$ cat src/rtl/counter_pkg.sv
// counter_pkg
//   Shared constants and helpers for updown_mod_counter and its
//   next-value sub-module.
//   - MODE_WRAP / MODE_SAT : encodings of the `sat` input
//   - DIR_DOWN / DIR_UP    : encodings of the `up_ndown` input
//   - action_e             : the single action taken on a clock edge
//   - decode_action()      : resolves sclr > en_load > ce > hold
package counter_pkg;

   localparam logic MODE_WRAP = 1'b0;
   localparam logic MODE_SAT  = 1'b1;

   localparam logic DIR_DOWN  = 1'b0;
   localparam logic DIR_UP    = 1'b1;

   typedef enum logic [1:0] {
      ACT_HOLD  = 2'd0,
      ACT_CLEAR = 2'd1,
      ACT_LOAD  = 2'd2,
      ACT_COUNT = 2'd3
   } action_e;

   // Exactly one action per edge; earlier controls mask later ones.
   function automatic action_e decode_action(input logic sclr,
                                             input logic en_load,
                                             input logic ce);
      if (sclr)         return ACT_CLEAR;
      else if (en_load) return ACT_LOAD;
      else if (ce)      return ACT_COUNT;
      else              return ACT_HOLD;
   endfunction

endpackage

$ cat src/rtl/mod_step_next.sv
// mod_step_next
//   Combinational next-count and wrap-flag logic for one counting step
//   of a modulo-MODULUS counter, in wrap or saturate mode.
//   Parameters: WIDTH (count width), MODULUS (2..2**WIDTH).
//   Ports:
//     cnt      in  WIDTH  current count (always < MODULUS)
//     step     in  WIDTH  step magnitude (< MODULUS; 0 holds)
//     up_ndown in  1      DIR_UP / DIR_DOWN
//     sat      in  1      MODE_WRAP / MODE_SAT
//     nxt      out WIDTH  count after the step
//     wrap     out 1      step crossed a range boundary (wrapped or clipped)
module mod_step_next
   import counter_pkg::*;
#(
   parameter int WIDTH   = 4,
   parameter int MODULUS = 2 ** WIDTH
) (
   input  logic [WIDTH-1:0] cnt,
   input  logic [WIDTH-1:0] step,
   input  logic             up_ndown,
   input  logic             sat,
   output logic [WIDTH-1:0] nxt,
   output logic             wrap
);

   // One extra bit so that MODULUS itself (up to 2**WIDTH) and cnt+step
   // are representable without overflow.
   localparam logic [WIDTH:0]   MOD_W = (WIDTH+1)'(MODULUS);
   localparam logic [WIDTH-1:0] MAX_V = WIDTH'(MODULUS - 1);

   logic [WIDTH:0] cnt_w;
   logic [WIDTH:0] step_w;
   logic [WIDTH:0] sum;

   assign cnt_w  = {1'b0, cnt};
   assign step_w = {1'b0, step};
   assign sum    = cnt_w + step_w;

   // NOTE: every output gets a default before the branches so no path
   // leaves it unassigned; otherwise synthesis infers a latch.
   always_comb begin
      nxt  = cnt;
      wrap = 1'b0;
      if (up_ndown == DIR_UP) begin
         if (sum < MOD_W) begin
            nxt = sum[WIDTH-1:0];
         end else begin
            wrap = 1'b1;
            nxt  = (sat == MODE_SAT) ? MAX_V : WIDTH'(sum - MOD_W);
         end
      end else begin
         if (cnt >= step) begin
            nxt = cnt - step;
         end else begin
            wrap = 1'b1;
            // cnt < step here, so cnt+MODULUS-step lands inside 0..MODULUS-1.
            nxt  = (sat == MODE_SAT) ? '0 : WIDTH'(cnt_w + MOD_W - step_w);
         end
      end
   end

endmodule

$ cat src/rtl/updown_mod_counter.sv
// updown_mod_counter
//   Parametrised up/down modulo counter with synchronous clear, synchronous
//   load (clamped to MODULUS-1), programmable step and wrap/saturate modes.
//   Optional feature macro: UPDOWN_MOD_COUNTER_STICKY_EN adds a sticky
//   wrap flag with its own clear input.
//   Parameters: WIDTH (>=2), MODULUS (2..2**WIDTH).
//   Ports:
//     clk         in  1      rising-edge clock
//     reset       in  1      asynchronous active-low reset
//     sclr        in  1      synchronous clear (highest synchronous priority)
//     en_load     in  1      synchronous load of `load`
//     load        in  WIDTH  load value, clamped to MODULUS-1
//     ce          in  1      count enable
//     up_ndown    in  1      1 up, 0 down
//     step        in  WIDTH  step magnitude, 1..MODULUS-1 (0 holds)
//     sat         in  1      0 wrap, 1 saturate
//     cnt         out WIDTH  registered count
//     wrap        out 1      registered pulse on wrap or saturation clip
//     at_max      out 1      cnt == MODULUS-1
//     at_min      out 1      cnt == 0
//     wrap_clr    in  1      (sticky build) clears wrap_sticky
//     wrap_sticky out 1      (sticky build) latched record of any wrap
module updown_mod_counter
   import counter_pkg::*;
#(
   parameter int WIDTH   = 4,
   parameter int MODULUS = 2 ** WIDTH
) (
   input  logic             clk,
   input  logic             reset,
   input  logic             sclr,
   input  logic             en_load,
   input  logic [WIDTH-1:0] load,
   input  logic             ce,
   input  logic             up_ndown,
   input  logic [WIDTH-1:0] step,
   input  logic             sat,
   output logic [WIDTH-1:0] cnt,
   output logic             wrap,
   output logic             at_max,
   output logic             at_min
`ifdef UPDOWN_MOD_COUNTER_STICKY_EN
  ,input  logic             wrap_clr,
   output logic             wrap_sticky
`endif
);

   localparam logic [WIDTH:0]   MOD_W = (WIDTH+1)'(MODULUS);
   localparam logic [WIDTH-1:0] MAX_V = WIDTH'(MODULUS - 1);

   action_e          action;
   logic [WIDTH-1:0] step_cnt;
   logic             step_wrap;
   logic [WIDTH-1:0] load_clamped;
   logic [WIDTH-1:0] cnt_next;
   logic             wrap_next;

   mod_step_next #(
      .WIDTH   (WIDTH),
      .MODULUS (MODULUS)
   ) u_step (
      .cnt      (cnt),
      .step     (step),
      .up_ndown (up_ndown),
      .sat      (sat),
      .nxt      (step_cnt),
      .wrap     (step_wrap)
   );

   assign action       = decode_action(sclr, en_load, ce);
   assign load_clamped = ({1'b0, load} < MOD_W) ? load : MAX_V;

   always_comb begin
      cnt_next  = cnt;
      wrap_next = 1'b0;
      case (action)
         ACT_CLEAR: cnt_next = '0;
         ACT_LOAD:  cnt_next = load_clamped;
         ACT_COUNT: begin
            cnt_next  = step_cnt;
            wrap_next = step_wrap;
         end
         default:   cnt_next = cnt;
      endcase
   end

   // NOTE: state registers use non-blocking assignments so every flop
   // samples pre-edge values, independent of block ordering.
   always_ff @(posedge clk or negedge reset) begin
      if (!reset) begin
         cnt  <= '0;
         wrap <= 1'b0;
      end else begin
         cnt  <= cnt_next;
         wrap <= wrap_next;
      end
   end

   assign at_max = (cnt == MAX_V);
   assign at_min = (cnt == '0);

`ifdef UPDOWN_MOD_COUNTER_STICKY_EN
   // Set takes precedence so a wrap coinciding with wrap_clr is not lost.
   always_ff @(posedge clk or negedge reset) begin
      if (!reset) begin
         wrap_sticky <= 1'b0;
      end else if (wrap_next) begin
         wrap_sticky <= 1'b1;
      end else if (wrap_clr || sclr) begin
         wrap_sticky <= 1'b0;
      end
   end
`endif

   // Simulation-only guard: a step of MODULUS or more is outside the
   // supported range and would produce counts outside 0..MODULUS-1.
   step_legal: assert property (@(posedge clk) disable iff (!reset)
      (action == ACT_COUNT) |-> ({1'b0, step} < MOD_W));

endmodule
$ cat config.mk
export PLATFORM = sky130hd
export DESIGN_NAME = updown_mod_counter
export DESIGN_NICKNAME = d
export VERILOG_FILES = /design/src/rtl/counter_pkg.sv /design/src/rtl/mod_step_next.sv /design/src/rtl/updown_mod_counter.sv
export SDC_FILE = /design/constraint.sdc
export NUM_CORES = 1
export LEC_CHECK = 0
export BUFFER_PORTS_ARGS = -buffer_cell sky130_fd_sc_hd__buf_2
export CAP_MARGIN = 20
export CORE_MARGIN = 5
export CORE_UTILIZATION = 48
export CTS_CLUSTER_SIZE = 8
export DETAILED_ROUTE_END_ITERATION = 8
export PLACE_DENSITY = 0.81
export SLEW_MARGIN = 20
export SYNTH_ARGS = -nofsm -noshare
export SYNTH_HDL_FRONTEND = slang
export SYNTH_HIERARCHICAL = 1
export SYNTH_SLANG_ARGS = --single-unit
$ cat constraint.sdc
create_clock -name clk -period 2.7 [get_ports clk]
set_input_delay 0.135 -clock clk [delete_from_list [all_inputs] [get_ports clk]]
set_output_delay 0.135 -clock clk [all_outputs]
set_load 0.02 [all_outputs]
**Word-level counts from Yosys, hierarchy flattened**

Index checks and enable logic that the tools add are counted.

- Output and inout port bits: 7
- Word-level logic and storage cells: 28
- Bits in registers: 5

- Add/sub/neg operators: 5
- Muxes and demuxes: 13
- Magnitude comparators: 2
- Eq/ne operators: 4
- Reduce and logical (&&, ||, !) cells: 2

Operators by type and width:

| cell | number |
|---|---|
| 4-bit two-way mux | 5 |
| 4-bit case mux with 3 select lines | 1 |
| 4-bit subtractor | 2 |
| 2-bit two-way mux | 3 |
| 4-bit by 4-bit adder with 5-bit output | 1 |
| 5-bit < comparator (second input constant) | 1 |
| 4-bit by 1-bit adder with 4-bit output (second input constant) | 1 |
| 2-bit equality test (second input constant) | 2 |
| 4-bit equality test (second input constant) | 1 |
| 4-bit >= comparator | 1 |
| 4-bit logical NOT | 1 |
| 1-bit two-way mux | 4 |
| 4-bit by 1-bit subtractor with 4-bit output (second input constant) | 1 |
| 3-bit nonzero test | 1 |
| 2-bit by 1-bit equality test with 1-bit output (second input constant) | 1 |

**Longest topological paths before layout**

- Word-level depth: 6
- Depth in mapped cells: 9
- Depth with buffers taken out: 9

**Cells and area by module**

Netlist, hierarchy kept.

By module, submodules not included:

| module | times used | seq. area each (µm²) | area an instance (µm²) | cells each |
|---|---|---|---|---|
| mod_step_next | 1 | 0.0 | 379.1 | 54 |
| updown_mod_counter | 1 | 125.1 | 260.2 | 22 |

**Worst setup path before layout**

OpenSTA, ideal clock, no wires.

- Path kind: register to register
- From: register cnt[0]
- To: register cnt[2]
- Data required time: 2.606 ns
- Library setup time: 0.094 ns
- Stages on the path, launching flop included: 10
- Path buffers: 0
- Clock period less this slack: 2.166 ns
- Slack: 0.534 ns
- Arrival: 2.072 ns
- Cells stage by stage: dfrtp_1 inv_1 ha_1 fa_1 a21boi_0 o211ai_1 o21ai_0 nand4_1 mux2i_1 a211oi_1

- Word-level cells in the longest chain between the ends: 6
- Elaborated cells on any way between the ends: 13
- Those cells by class: add/sub (5); order compare (2); mux (6)

Ends and longest elaborated chain:

| item | line | text |
|---|---|---|
| start, declared | updown_mod_counter.sv:38 | `output logic [WIDTH-1:0] cnt,` |
| start signal, assigned | updown_mod_counter.sv:94 | `cnt <= cnt_next;` |
| 4-bit by 1-bit adder with 4-bit output or 4-bit by 4-bit adder with 5-bit output (tied branches) | mod_step_next.sv:57, mod_step_next.sv:37 |  |
| 4-bit subtractor or 4-bit by 1-bit subtractor with 4-bit output (tied branches) | mod_step_next.sv:57, mod_step_next.sv:49 |  |
| 4-bit two-way mux (on tied branches) | mod_step_next.sv:57, mod_step_next.sv:49 |  |
| 4-bit two-way mux (on tied branches) | mod_step_next.sv:52, mod_step_next.sv:45 |  |
| 4-bit two-way mux * | mod_step_next.sv:44 | `if (up_ndown == DIR_UP) begin` |
| via step_cnt[2] | updown_mod_counter.sv:52 | `logic [WIDTH-1:0] step_cnt;` |
| 4-bit case mux with 3 select lines * | updown_mod_counter.sv:76 | `case (action)` |

Mark *: on every way through the listed nets, which the timed path passes. The rest lies on a longest branch.
A chain may end at the register's enable or synchronous reset.

**Worst setup path after layout**

Same ends and word-level chain as after synthesis.

==> results.toml <==
[layout]
area_growth_pct = 20.94
final_util_pct = 60.18
finalNetCount = 125
n_antenna_cell = 0
fill_cells = 117
layout-drive-gt1-share_pct = 26.26

[critical_path]
reg2reg_depth = 9
cp_data_required_time_ps = 2850
max_stage_delay_ps = 410
critical-path-top-delay-family = "compound AO/OA/AOI/OAI gates"
rr_endpoint = "cnt[2]$_DFFE_PN0P_"
r2r_setup_slack_ps = 330
timing_worst_setup_path_type = "flip-flop to flip-flop"
rr_startpoint = "cnt[0]$_DFFE_PN0P_"
startpoint_type = "flip-flop"
crit_fanout = 6
crit_chain = "inv_1 > ha_1 > fa_1 > a21boi_0 > o211ai_1 > o21ai_0 > nand4_1 > mux2i_1 > a211oi_1"
crit_arrival_ps = 2520
end_kind = "flip-flop"
cp.buffers_inverters = 1
slowest_stage = "dfrtp_1"

[placement]
io_buffers = 21
hpwlAfterDp_um = 1249
gp_congestion = 0.8379

[global_route]
grt-ovfl-total = 0
grt_max_degree = 15
antenna_found_initial = 0
grt_pass1_vias = 597
grt_util_all_layers_pct = 16.38
grt_pass1_wl_um = 2470

[pwr]
p_sw_share_pct = 38.09
clockPowerShare_pct = 27.9
cellInternalPower_mw = 0.1961
peakVddDrop_mv = 0.1699
p_switching_mw = 0.1207
p_per_area_nw_per_um2 = 409.7
power_frac_seq_pct = 28.8
power.leakage_nw = 0.4008
p_comb_share_pct = 43.3

[yosys]
ys.flop_type = "dfrtp_1"
syn_avg_cell_area_um2 = 8.413
synthCells = 76
async_flop_share_pct = 100.0
yosys_warnings = 6
ys_types = 26
ys_seq_area_share_pct = 19.57
ys_ff_latch = 5
synth_edf_count = 0
syn_area_um2 = 639.4
synth.net_count = 101

[timing]
worst_pin_slew_ps = 384.0
setup_viol = 0
slew_headroom_pct = 74.29
layout_min_cycle_time_ps = 2368
drv_slew = 0
rsz0062_at_grt = "no"
fin_crit_sh_pct = 87.70
fmax_ghz = 0.4223
fin_setup_tns_ps = 0
fin_skew_ps = 1.454
final_hold_viol_count = 0

[clocking]
cts_htree_levels = 1
ctsResizeCount = 0
insertion_delay_ps = 250
clock_sinks = 5
cts_buffers = 3
root_buffer = "clkbuf_4"
cts_tree = "yes"
path_clk_slew_ps = 40
cts_buffer_depth = 2

[route]
drt_pass1_iterations = 5
postRouteAntennaNets = 0
wire_per_inst_um = 13.58
viasPerCell = 5.605
drt_iter0_drc = 12
wirelength_um = 1548
drc_errors = 0
vias = 639

[status]
outcome = "completed"

[floorplan]
io_pins = 22
fp.dieW_um = 46.50
die_area_um2 = 2162
num_rows = 13
die_y_um = 46.50
coreArea_um2 = 1285
start_util_pct = 49.76

[min_path]
whs_endpoint = "cnt[1]$_DFFE_PN0P_"
worstHoldPathCells = 2
hp-class = "input pin to flip-flop"
min_from = "sclr"

[run]
max_cap_viol_count = 0
[stage by stage]
step	hold WS, ps	instance area, um2	instances	setup slack [ps]	power, mW
after global routing	119.0	773.2	114	204.5	0.3384
after floorplan	-160.6	639.4	76	534.0	0.1872
after detailed placement	-48.31	737.0	109	401.0	0.2254
after global placement	-50.06	737.0	109	497.5	0.2216
final	109.3	773.2	114	332.1	0.3168
after CTS	101.4	773.2	114	391.5	0.3170
[flip-flops by register name (all words and copies together) (netlist names)]
name / flops
cnt: 4
wrap: 1
[area by class of cell]
type,count,area [um2],area share [%]
Tap cell,15,18.77,2.427
Clock buffer,4,26.28,3.398
Sequential cell,5,125.1,16.18
Inverter,8,30.03,3.883
Timing Repair Buffer,22,115.1,14.89
Multi-Input combinational cell,60,457.9,59.22
[synthesized netlist by cell type (2+ instances only)]
cell | n | share of area (%)
a211oi_1 | 4 | 4.7
a21oi_1 | 4 | 3.1
buf_6 | 2 | 3.5
dfrtp_1 | 5 | 20
fa_1 | 2 | 6.3
ha_1 | 8 | 16
inv_1 | 8 | 4.7
mux2i_1 | 4 | 6.3
nand2_1 | 6 | 3.5
nand2b_1 | 2 | 2.0
nand3_1 | 2 | 1.6
nand4_1 | 2 | 2.0
nor2_1 | 6 | 3.5
nor2b_1 | 4 | 3.9
o211ai_1 | 2 | 2.3
o21ai_0 | 5 | 3.9
[cell families after synthesis]
group                    after synthesis  share of synthesized area (%)
multiplexers                           5                          8.024
AND/OR/NAND/NOR                       27                          22.89
AO/OA/AOI/OAI                         18                          18.79
flip-flops                             5                          19.57
buffers and inverters                 11                          8.806
adder cells (fa/ha/maj)               10                          21.92
[cells in the final DEF, fill, tap and decap left out, types with 5 or more instances in the layout]
cell / synthesis / layout
dfrtp_1: 5 / 5
inv_1: 8 / 8
buf_2: 0 / 21
nand2_1: 6 / 6
nor2_1: 6 / 6
ha_1: 8 / 8
o21ai_0: 5 / 5
[worst max path at each step]
stage | start | to | depth (start not counted) | slack, ps
floorplan | cnt[0]$_DFFE_PN0P_ | cnt[2]$_DFFE_PN0P_ | 9 | 530
global placement | cnt[0]$_DFFE_PN0P_ | cnt[2]$_DFFE_PN0P_ | 9 | 500
detailed placement | cnt[0]$_DFFE_PN0P_ | cnt[2]$_DFFE_PN0P_ | 9 | 400
CTS | cnt[0]$_DFFE_PN0P_ | cnt[2]$_DFFE_PN0P_ | 9 | 390
global route | cnt[0]$_DFFE_PN0P_ | cnt[3]$_DFFE_PN0P_ | 9 | 200
finish | cnt[0]$_DFFE_PN0P_ | cnt[2]$_DFFE_PN0P_ | 9 | 330
[per-layer routing]
layer	track usage, %	share of wire (%)	up-vias
li1	-	-	322
met1	20.61	41	284
met2	26.10	49	29
met3	2.344	7.6	4
met4	9.659	2.2	0
met5	0	0	-
[worst register-to-register path: stages, from the launching register on]
cell      delay [ps]
dfrtp_1          410
inv_1             60
ha_1             200
fa_1             410
a21boi_0         160
o211ai_1         360
o21ai_0          200
nand4_1          140
mux2i_1           80
a211oi_1         250
[power by group through the flow]
stage	Sequential, mW	Combinational (mW)	Clock [mW]
after global routing	0.0924	0.154	0.0920
after global placement	0.0914	0.130	0
final	0.0912	0.137	0.0883
after CTS	0.0911	0.135	0.0907
after floorplan	0.0966	0.0905	0
after detailed placement	0.0921	0.133	0
[repair_timing]
item,4_1_cts,5_1_grt
endpoints found under the hold margin,5,0
hold buffers,1,0
setup buffers,0,0
(Power assumes the default switching activity.)
